## src/rtl/fp_issue_scheduler_pkg.sv

```systemverilog
// Shared FP definitions: function codes, unit latencies and the writeback
// reservation entry used by the decoder, datapath and issue scheduler.
package fp_issue_scheduler_pkg;

  typedef enum logic [2:0] {
    F_Null   = 3'd0,
    F_Trns   = 3'd1,
    F_AddSub = 3'd2,
    F_Mul    = 3'd3,
    F_Div    = 3'd4,
    F_Sqrt   = 3'd5,
    F_AbsOpp = 3'd6
  } fp_fun_e;

  localparam int unsigned ADD_LAT     = 3;
  localparam int unsigned MUL_LAT     = 4;
  localparam int unsigned DIV_CYC     = 24;
  localparam int unsigned SQRT_CYC    = 26;
  localparam int unsigned TABLE_DEPTH = 31;

  typedef struct packed {
    logic       valid;
    logic [2:0] fun;
    logic [3:0] wn;
  } wb_entry_t;

  // Zero marks a code that is not a real operation (F_Null or unused).
  function automatic logic [4:0] fun_latency(input logic [2:0] fun);
    case (fun)
      F_Trns, F_AbsOpp: fun_latency = 5'd1;
      F_AddSub:         fun_latency = 5'(ADD_LAT);
      F_Mul:            fun_latency = 5'(MUL_LAT);
      F_Div:            fun_latency = 5'(DIV_CYC);
      F_Sqrt:           fun_latency = 5'(SQRT_CYC);
      default:          fun_latency = 5'd0;
    endcase
  endfunction

endpackage

```

## src/rtl/fp_wb_reservation.sv

```systemverilog
// Shift-register reservation table for the single FP register-file write port.
// slots[k] holds the op whose writeback register loads k edges from now.
module fp_wb_reservation
  import fp_issue_scheduler_pkg::*;
(
  input  logic       clk,
  input  logic       rst,
  input  logic       clr,
  input  logic       reserve,
  input  logic [4:0] lat,
  input  logic [2:0] fun,
  input  logic [3:0] wn,
  input  logic [4:0] query_lat,
  output logic       occupied,
  output logic       head_valid,
  output logic [2:0] head_fun,
  output logic [3:0] head_wn
);

  wb_entry_t slots [1:TABLE_DEPTH];
  wb_entry_t head;
  wb_entry_t new_entry;

  assign new_entry  = '{valid: 1'b1, fun: fun, wn: wn};
  assign head_valid = head.valid;
  assign head_fun   = head.fun;
  assign head_wn    = head.wn;

  // An op of latency L accepted now lands in slots[L-1] after the shift,
  // so the slot it competes for is the one currently at index L.
  always_comb begin
    occupied = 1'b0;
    if (query_lat != 5'd0) begin
      occupied = slots[query_lat].valid;
    end else begin
      occupied = 1'b0;
    end
  end

  always_ff @(posedge clk or posedge rst) begin
    if (rst) begin
      head <= '0;
      for (int k = 1; k <= TABLE_DEPTH; k++) slots[k] <= '0;
    end else if (clr) begin
      head <= '0;
      for (int k = 1; k <= TABLE_DEPTH; k++) slots[k] <= '0;
    end else begin
      head <= slots[1];
      for (int k = 1; k < TABLE_DEPTH; k++) slots[k] <= slots[k+1];
      slots[TABLE_DEPTH] <= '0;
      if (reserve) begin
        if (lat == 5'd1) begin
          head <= new_entry;
        end else if (lat >= 5'd2) begin
          slots[lat - 5'd1] <= new_entry;
        end
      end
    end
  end

endmodule

```

## src/rtl/fp_issue_scheduler.sv

```systemverilog
// FP issue scheduler: scoreboard, hazard stall, unit start pulses and
// writeback-port sequencing for the multi-cycle and single-cycle FP paths.
module fp_issue_scheduler
  import fp_issue_scheduler_pkg::*;
(
  input  logic       clk,
  input  logic       reset,
  input  logic       issue_valid,
  input  logic [2:0] issue_fun,
  input  logic       issue_wreg,
  input  logic [3:0] issue_wn,
  input  logic [3:0] issue_rna,
  input  logic [3:0] issue_rnb,
  input  logic       issue_useb,
  input  logic       flush,
  output logic       stall,
  output logic       add_start,
  output logic       mul_start,
  output logic       div_start,
  output logic       sqrt_start,
  output logic       wb_valid,
  output logic [2:0] wb_sel,
  output logic [3:0] wb_wn,
  output logic       div_busy,
  output logic       sqrt_busy
);

  logic [15:0] pending;
  logic [15:0] pending_next;
  logic [4:0]  div_cnt;
  logic [4:0]  sqrt_cnt;
  logic [4:0]  lat;
  logic        is_op;
  logic        hazard;
  logic        accept;
  logic        occupied;

  assign div_busy  = (div_cnt != 5'd0);
  assign sqrt_busy = (sqrt_cnt != 5'd0);

  always_comb begin
    lat    = fun_latency(issue_fun);
    is_op  = (lat != 5'd0);
    hazard = pending[issue_rna]
           | (issue_useb & pending[issue_rnb])
           | (issue_wreg & pending[issue_wn])
           | ((issue_fun == F_Div) & div_busy)
           | ((issue_fun == F_Sqrt) & sqrt_busy)
           | (issue_wreg & occupied);
    stall  = issue_valid & is_op & hazard;
    accept = issue_valid & is_op & ~hazard & ~flush;
  end

  fp_wb_reservation u_resv (
    .clk        (clk),
    .rst        (reset),
    .clr        (flush),
    .reserve    (accept & issue_wreg),
    .lat        (lat),
    .fun        (issue_fun),
    .wn         (issue_wn),
    .query_lat  (lat),
    .occupied   (occupied),
    .head_valid (wb_valid),
    .head_fun   (wb_sel),
    .head_wn    (wb_wn)
  );

  // Clear the completing destination first, then mark the newly accepted one.
  always_comb begin
    pending_next = pending;
    if (wb_valid) begin
      pending_next[wb_wn] = 1'b0;
    end else begin
      pending_next = pending;
    end
    if (accept & issue_wreg) begin
      pending_next[issue_wn] = 1'b1;
    end else begin
      pending_next = pending_next;
    end
  end

  always_ff @(posedge clk or posedge reset) begin
    if (reset) begin
      pending <= 16'd0;
    end else if (flush) begin
      pending <= 16'd0;
    end else begin
      pending <= pending_next;
    end
  end

  always_ff @(posedge clk or posedge reset) begin
    if (reset) begin
      add_start  <= 1'b0;
      mul_start  <= 1'b0;
      div_start  <= 1'b0;
      sqrt_start <= 1'b0;
    end else begin
      add_start  <= accept & (issue_fun == F_AddSub);
      mul_start  <= accept & (issue_fun == F_Mul);
      div_start  <= accept & (issue_fun == F_Div);
      sqrt_start <= accept & (issue_fun == F_Sqrt);
    end
  end

  // Busy counters run independently of issue_wreg, reaching zero at the
  // edge that ends the unit's writeback cycle.
  always_ff @(posedge clk or posedge reset) begin
    if (reset) begin
      div_cnt  <= 5'd0;
      sqrt_cnt <= 5'd0;
    end else if (flush) begin
      div_cnt  <= 5'd0;
      sqrt_cnt <= 5'd0;
    end else begin
      if (accept & (issue_fun == F_Div)) begin
        div_cnt <= 5'(DIV_CYC);
      end else if (div_cnt != 5'd0) begin
        div_cnt <= div_cnt - 5'd1;
      end else begin
        div_cnt <= div_cnt;
      end
      if (accept & (issue_fun == F_Sqrt)) begin
        sqrt_cnt <= 5'(SQRT_CYC);
      end else if (sqrt_cnt != 5'd0) begin
        sqrt_cnt <= sqrt_cnt - 5'd1;
      end else begin
        sqrt_cnt <= sqrt_cnt;
      end
    end
  end

endmodule

```

## config.mk

```make
export PLATFORM = sky130hd
export DESIGN_NAME = fp_issue_scheduler
export DESIGN_NICKNAME = d
export VERILOG_FILES = /design/src/rtl/fp_issue_scheduler_pkg.sv /design/src/rtl/fp_wb_reservation.sv /design/src/rtl/fp_issue_scheduler.sv
export SDC_FILE = /design/constraint.sdc
export NUM_CORES = 1
export LEC_CHECK = 0
export BUFFER_PORTS_ARGS = -buffer_cell sky130_fd_sc_hd__buf_2
export CAP_MARGIN = 5
export CORE_MARGIN = 1
export CORE_UTILIZATION = 50
export DETAILED_ROUTE_END_ITERATION = 16
export PLACE_DENSITY = 0.66
export SLEW_MARGIN = 20
export SYNTH_ARGS = -nofsm -noshare
export SYNTH_HDL_FRONTEND = slang
export SYNTH_SLANG_ARGS = --single-unit
```

## constraint.sdc

```tcl
create_clock -name clk -period 11.3 [get_ports clk]
set_input_delay 0 -clock clk [delete_from_list [all_inputs] [get_ports clk]]
set_output_delay 0 -clock clk [all_outputs]
set_load 0.02 [all_outputs]
```

==> impl_summary.log <==
[metrics] antenna violations before repair: 0
[metrics] Reg clk slew, reported paths: around 0.07 ns
[metrics] wire length of the first global-routing pass: between 30 and 40 mm
[metrics] path type of the worst min-delay path: in2reg
[metrics] die area: approximately 22000 µm²
[metrics] Worst Path Required: about 12 ns
[metrics] Overall Power: about 2.1 mW
[metrics] Top-Level Pins: 36
[metrics] area of the placeable core: around 21000 µm²
[metrics] Worst-Skew Late Latency: 0.54 ns
[metrics] result of the run: finished, final reports clean
[metrics] fraction of the cycle the final worst path needs: 0.317
[metrics] Detailed Route WL: 20.3 mm
[metrics] antenna cell count: 0
[metrics] Post-synth top flop: sky130_fd_sc_hd__dfrtp_1
[metrics] placer's final routability congestion estimate: a little over 0.9
[metrics] port buffer count: 35
[metrics] 1st-pass router iterations: 5
[metrics] Layout Skew: just under 0.01 ns
[metrics] launch point of the worst hold path: issue_valid
[metrics] CP Launch Type: flop
[metrics] clock group share of total power: 0.412
[metrics] die height: roughly 150 µm
[metrics] number of placed instances with taps included: around 1100
[metrics] family of cells with the greatest summed delay on the critical path: simple AND/OR/NAND/NOR gates
[metrics] number of CTS-inserted buffers: 28
[metrics] end-of-flow core utilization: 0.580
[metrics] vias per cell: 5.38
[metrics] number of design-rule violations left by the first detailed-router iteration: approximately 330
[metrics] maximum clock frequency: roughly 0.28 GHz
[metrics] critical path peak fanout: 8
[metrics] cell accounting for the most synthesized area: sky130_fd_sc_hd__dfrtp_1
[metrics] Antenna Violating Nets Remaining: 0
[metrics] Die X: 149 µm
[metrics] sequential standard cell area: 7160 µm²
[metrics] H-Tree Depth: 1
[metrics] pin count of the biggest net entering global routing: 130
[metrics] cell at the root of the clock tree: sky130_fd_sc_hd__clkbuf_16
[metrics] max incr delay on CP: a little under 0.6 ns
[metrics] FF+latch count, synth: 286
[metrics] synth-to-layout area growth: 13.2%
[metrics] multi-input logic area: about 3400 µm²
[metrics] design internal power: 1.61 mW
[metrics] max-cap violations: 0
[metrics] Starting Density: 0.512
[metrics] via count of the first global-routing pass: ~6400
[metrics] total power per unit cell area: between 150 and 200 nW/µm²
[metrics] worst slew slack as a fraction of its limit: 0.317
[metrics] final-report max-slew violation count: 0
[metrics] count of vias placed by the detailed router: 6399
[metrics] reg2reg start: sqrt_cnt[0]
[metrics] static power due to leakage: 5.86 nW
[metrics] remaining global-route overflow: 0
[metrics] Worst Hold Slack: 0.0837 ns
[metrics] Period minus WS final: 3.58 ns
[metrics] critical path start-end classification: reg2reg
[metrics] Yosys cell types: 65
[metrics] number of cell rows: 53
[metrics] layout cell share with drive strength beyond 1: 0.140
[metrics] DRC violation count after routing: 0
[metrics] Sw Ratio: 0.246
[metrics] clock sink total: 286
[metrics] fraction of power consumed by sequential logic: 0.496
[metrics] number of fill cells: around 1700
[metrics] worst setup path start: sqrt_cnt[0]
[metrics] drt wl/cell: around 17 µm
[metrics] CP endpoint kind: flop
[metrics] clock tree from TritonCTS: built
[metrics] VDD IR max: 0.000120 V
[metrics] transition time at the pin with the least slew margin: 1.02 ns
[metrics] WP buf/inv: 2
[metrics] area of the mapped netlist: 10800 µm²
[metrics] power share of the combinational group: 0.092
[metrics] fraction of post-synthesis cell area in the top cell type by area: 0.663
[metrics] top cells by area, synth: sky130_fd_sc_hd__dfrtp_1 66%, sky130_fd_sc_hd__nor2b_1 11%, sky130_fd_sc_hd__mux2i_1 2.3%
[metrics] setup TNS after final layout: 0 ns
[metrics] Yosys warning total: 0
[metrics] Overall Global Routing Usage: 0.193
[metrics] proportion of synthesized chip area in sequential cells: 0.663
[metrics] final hold vios: 0
[metrics] number of flops mapped to enable cells by yosys: 0
[metrics] number of nets in the layout: approximately 920
[metrics] worst endpoint data arrival time: approximately 4.1 ns
[metrics] Max Buffers Root-to-Sink: 3
[metrics] Slowest-stage cell, CP: sky130_fd_sc_hd__dlygate4sd3_1
[metrics] Final setup viols: 0
[metrics] synthesized area divided by synthesized cell count: approximately 13 µm²
[metrics] Sw Pwr: 527 µW
[metrics] worst-path cell chain: inv_1 > ha_1 > nor4b_2 > mux2_1 > o32ai_1 > nor3_2 > and4_2 > nand3_1 > o21ai_0 > dlygate4sd3_1
[metrics] count of placed standard cells in the final layout, fillers left out: 1190
[metrics] placed wire-length estimate after detailed placement: around 12 mm
[metrics] setup repair after global routing missed its margin: false
[metrics] Syn Inst Count: roughly 850
[metrics] Synth async-reset ratio: 1.00
[what timing repair did]
item                      4_1_cts  5_1_grt
resized for setup               0        0
buffers inserted                0        0
hold endpoints to repair      189        0
hold buffers                   11        0
[registers in the layout (all words and copies together), names as in the netlist]
signal and count:
add_start 1, sqrt_start 1, u_resv.head_fun 3, div_cnt 5
mul_start 1, u_resv.head_wn 4, sqrt_cnt 5, u_resv.head_valid 1
u_resv.slots 248, div_start 1, pending 16
[Yosys cell counts (all sizes together), types with 9 or more instances]
library cell and count:
nor3 22, nand3 28, o211ai 9, dfrtp 286, inv 24, o21ai 35
nor2b 188, clkbuf 37, buf 10, mux2i 25, a21oi 15, nor2 19
nand2 38
[through the flow]
step	worst slack (ns)	cell area, µm²
3_5_place_dp	8.06	11200
3_3_place_gp	8.19	11200
5_1_grt	7.46	12200
2_1_floorplan	3.41	10800
4_1_cts	7.81	12200
6_report	7.72	12200
[metal layers]
layer / vias up / global-route usage / part of all wire
li1: 2926 / - / -
met1: 3270 / 0.276 / 0.46
met2: 160 / 0.310 / 0.47
met3: 43 / 0.0306 / 0.050
met4: 0 / 0.0510 / 0.024
met5: - / 0 / 0
[path summary, 6_finish.rpt]
kind | to | slack, ns | depth (start not counted)
max | pending[15] | 7.72 | 10
min | add_start | 0.08 | 4
max reg2reg | pending[15] | 7.72 | 10
min reg2reg | u_resv.slots[142] | 0.45 | 1
max in group asynchronous | u_resv.slots[210] | 9.04 | 6
min in group asynchronous | u_resv.slots[23] | 0.20 | 3
[worst reg2reg max path, cell delays in order, from the launching register on]
cell,delay (ns)
sky130_fd_sc_hd__dfrtp_1,0.38
sky130_fd_sc_hd__inv_1,0.09
sky130_fd_sc_hd__ha_1,0.20
sky130_fd_sc_hd__nor4b_2,0.52
sky130_fd_sc_hd__mux2_1,0.24
sky130_fd_sc_hd__o32ai_1,0.11
sky130_fd_sc_hd__nor3_2,0.56
sky130_fd_sc_hd__and4_2,0.42
sky130_fd_sc_hd__nand3_1,0.20
sky130_fd_sc_hd__o21ai_0,0.23
sky130_fd_sc_hd__dlygate4sd3_1,0.58
[logic make-up (layout without fill, tap and decap cells)]
group / after synthesis / in the layout / synth area share
AND/OR/NAND/NOR: 337 / 337 / 0.185
flip-flops: 286 / 286 / 0.663
AO/OA/AOI/OAI: 106 / 106 / 0.0679
buffers and inverters: 71 / 128 / 0.0269
other: 1 / 8 / 0.000347
XOR/XNOR: 6 / 6 / 0.00487
adder cells (fa/ha/maj): 4 / 4 / 0.00464
multiplexers: 40 / 40 / 0.0475
[power groups by stage]
stage          Combinational [mW]  Clock, mW  Sequential [mW]
6_report                    0.197      0.882             1.06
5_1_grt                     0.222      0.947             1.06
4_1_cts                     0.199      0.902             1.06
3_5_place_dp                0.195          0             1.08
3_3_place_gp                0.190          0             1.08
2_1_floorplan               0.148          0             1.08
[final cells by class]
cell class                 count  area share
sequential                   286       0.586
clock buffer                  38      0.0653
inverter                      24     0.00799
multi-input combinational    501       0.276
timing repair buffer          52      0.0292
clock inverter                14     0.00747
tap                          275      0.0282
[cell usage in the layout, fill, tap and decap left out, types with 4 or more instances in the layout]
| cell type | instances |
|---|---|
| sky130_fd_sc_hd__nor2_1 | 19 |
| sky130_fd_sc_hd__dlygate4sd3_1 | 11 |
| sky130_fd_sc_hd__a31o_2 | 7 |
| sky130_fd_sc_hd__a21oi_1 | 15 |
| sky130_fd_sc_hd__buf_2 | 34 |
| sky130_fd_sc_hd__clkinv_2 | 10 |
| sky130_fd_sc_hd__and3_1 | 8 |
| sky130_fd_sc_hd__nand4_1 | 5 |
| sky130_fd_sc_hd__nand3b_1 | 4 |
| sky130_fd_sc_hd__conb_1 | 8 |
| sky130_fd_sc_hd__o311ai_0 | 8 |
| sky130_fd_sc_hd__mux2_2 | 5 |
| sky130_fd_sc_hd__nand2_1 | 37 |
| sky130_fd_sc_hd__mux4_2 | 5 |
| sky130_fd_sc_hd__o211ai_1 | 9 |
| sky130_fd_sc_hd__clkbuf_8 | 6 |
| sky130_fd_sc_hd__dfrtp_1 | 286 |
| sky130_fd_sc_hd__o21ai_0 | 35 |
| sky130_fd_sc_hd__nor3_1 | 18 |
| sky130_fd_sc_hd__xnor2_1 | 4 |
| sky130_fd_sc_hd__ha_1 | 4 |
| sky130_fd_sc_hd__clkbuf_1 | 4 |
| sky130_fd_sc_hd__o21a_1 | 8 |
| sky130_fd_sc_hd__mux2i_1 | 25 |
| sky130_fd_sc_hd__inv_1 | 22 |
| sky130_fd_sc_hd__nand3_1 | 28 |
| sky130_fd_sc_hd__clkbuf_16 | 28 |
| sky130_fd_sc_hd__buf_4 | 5 |
| sky130_fd_sc_hd__or3_1 | 4 |
| sky130_fd_sc_hd__nand2b_1 | 6 |
| sky130_fd_sc_hd__nor2b_1 | 188 |
(Power assumes the default switching activity.)
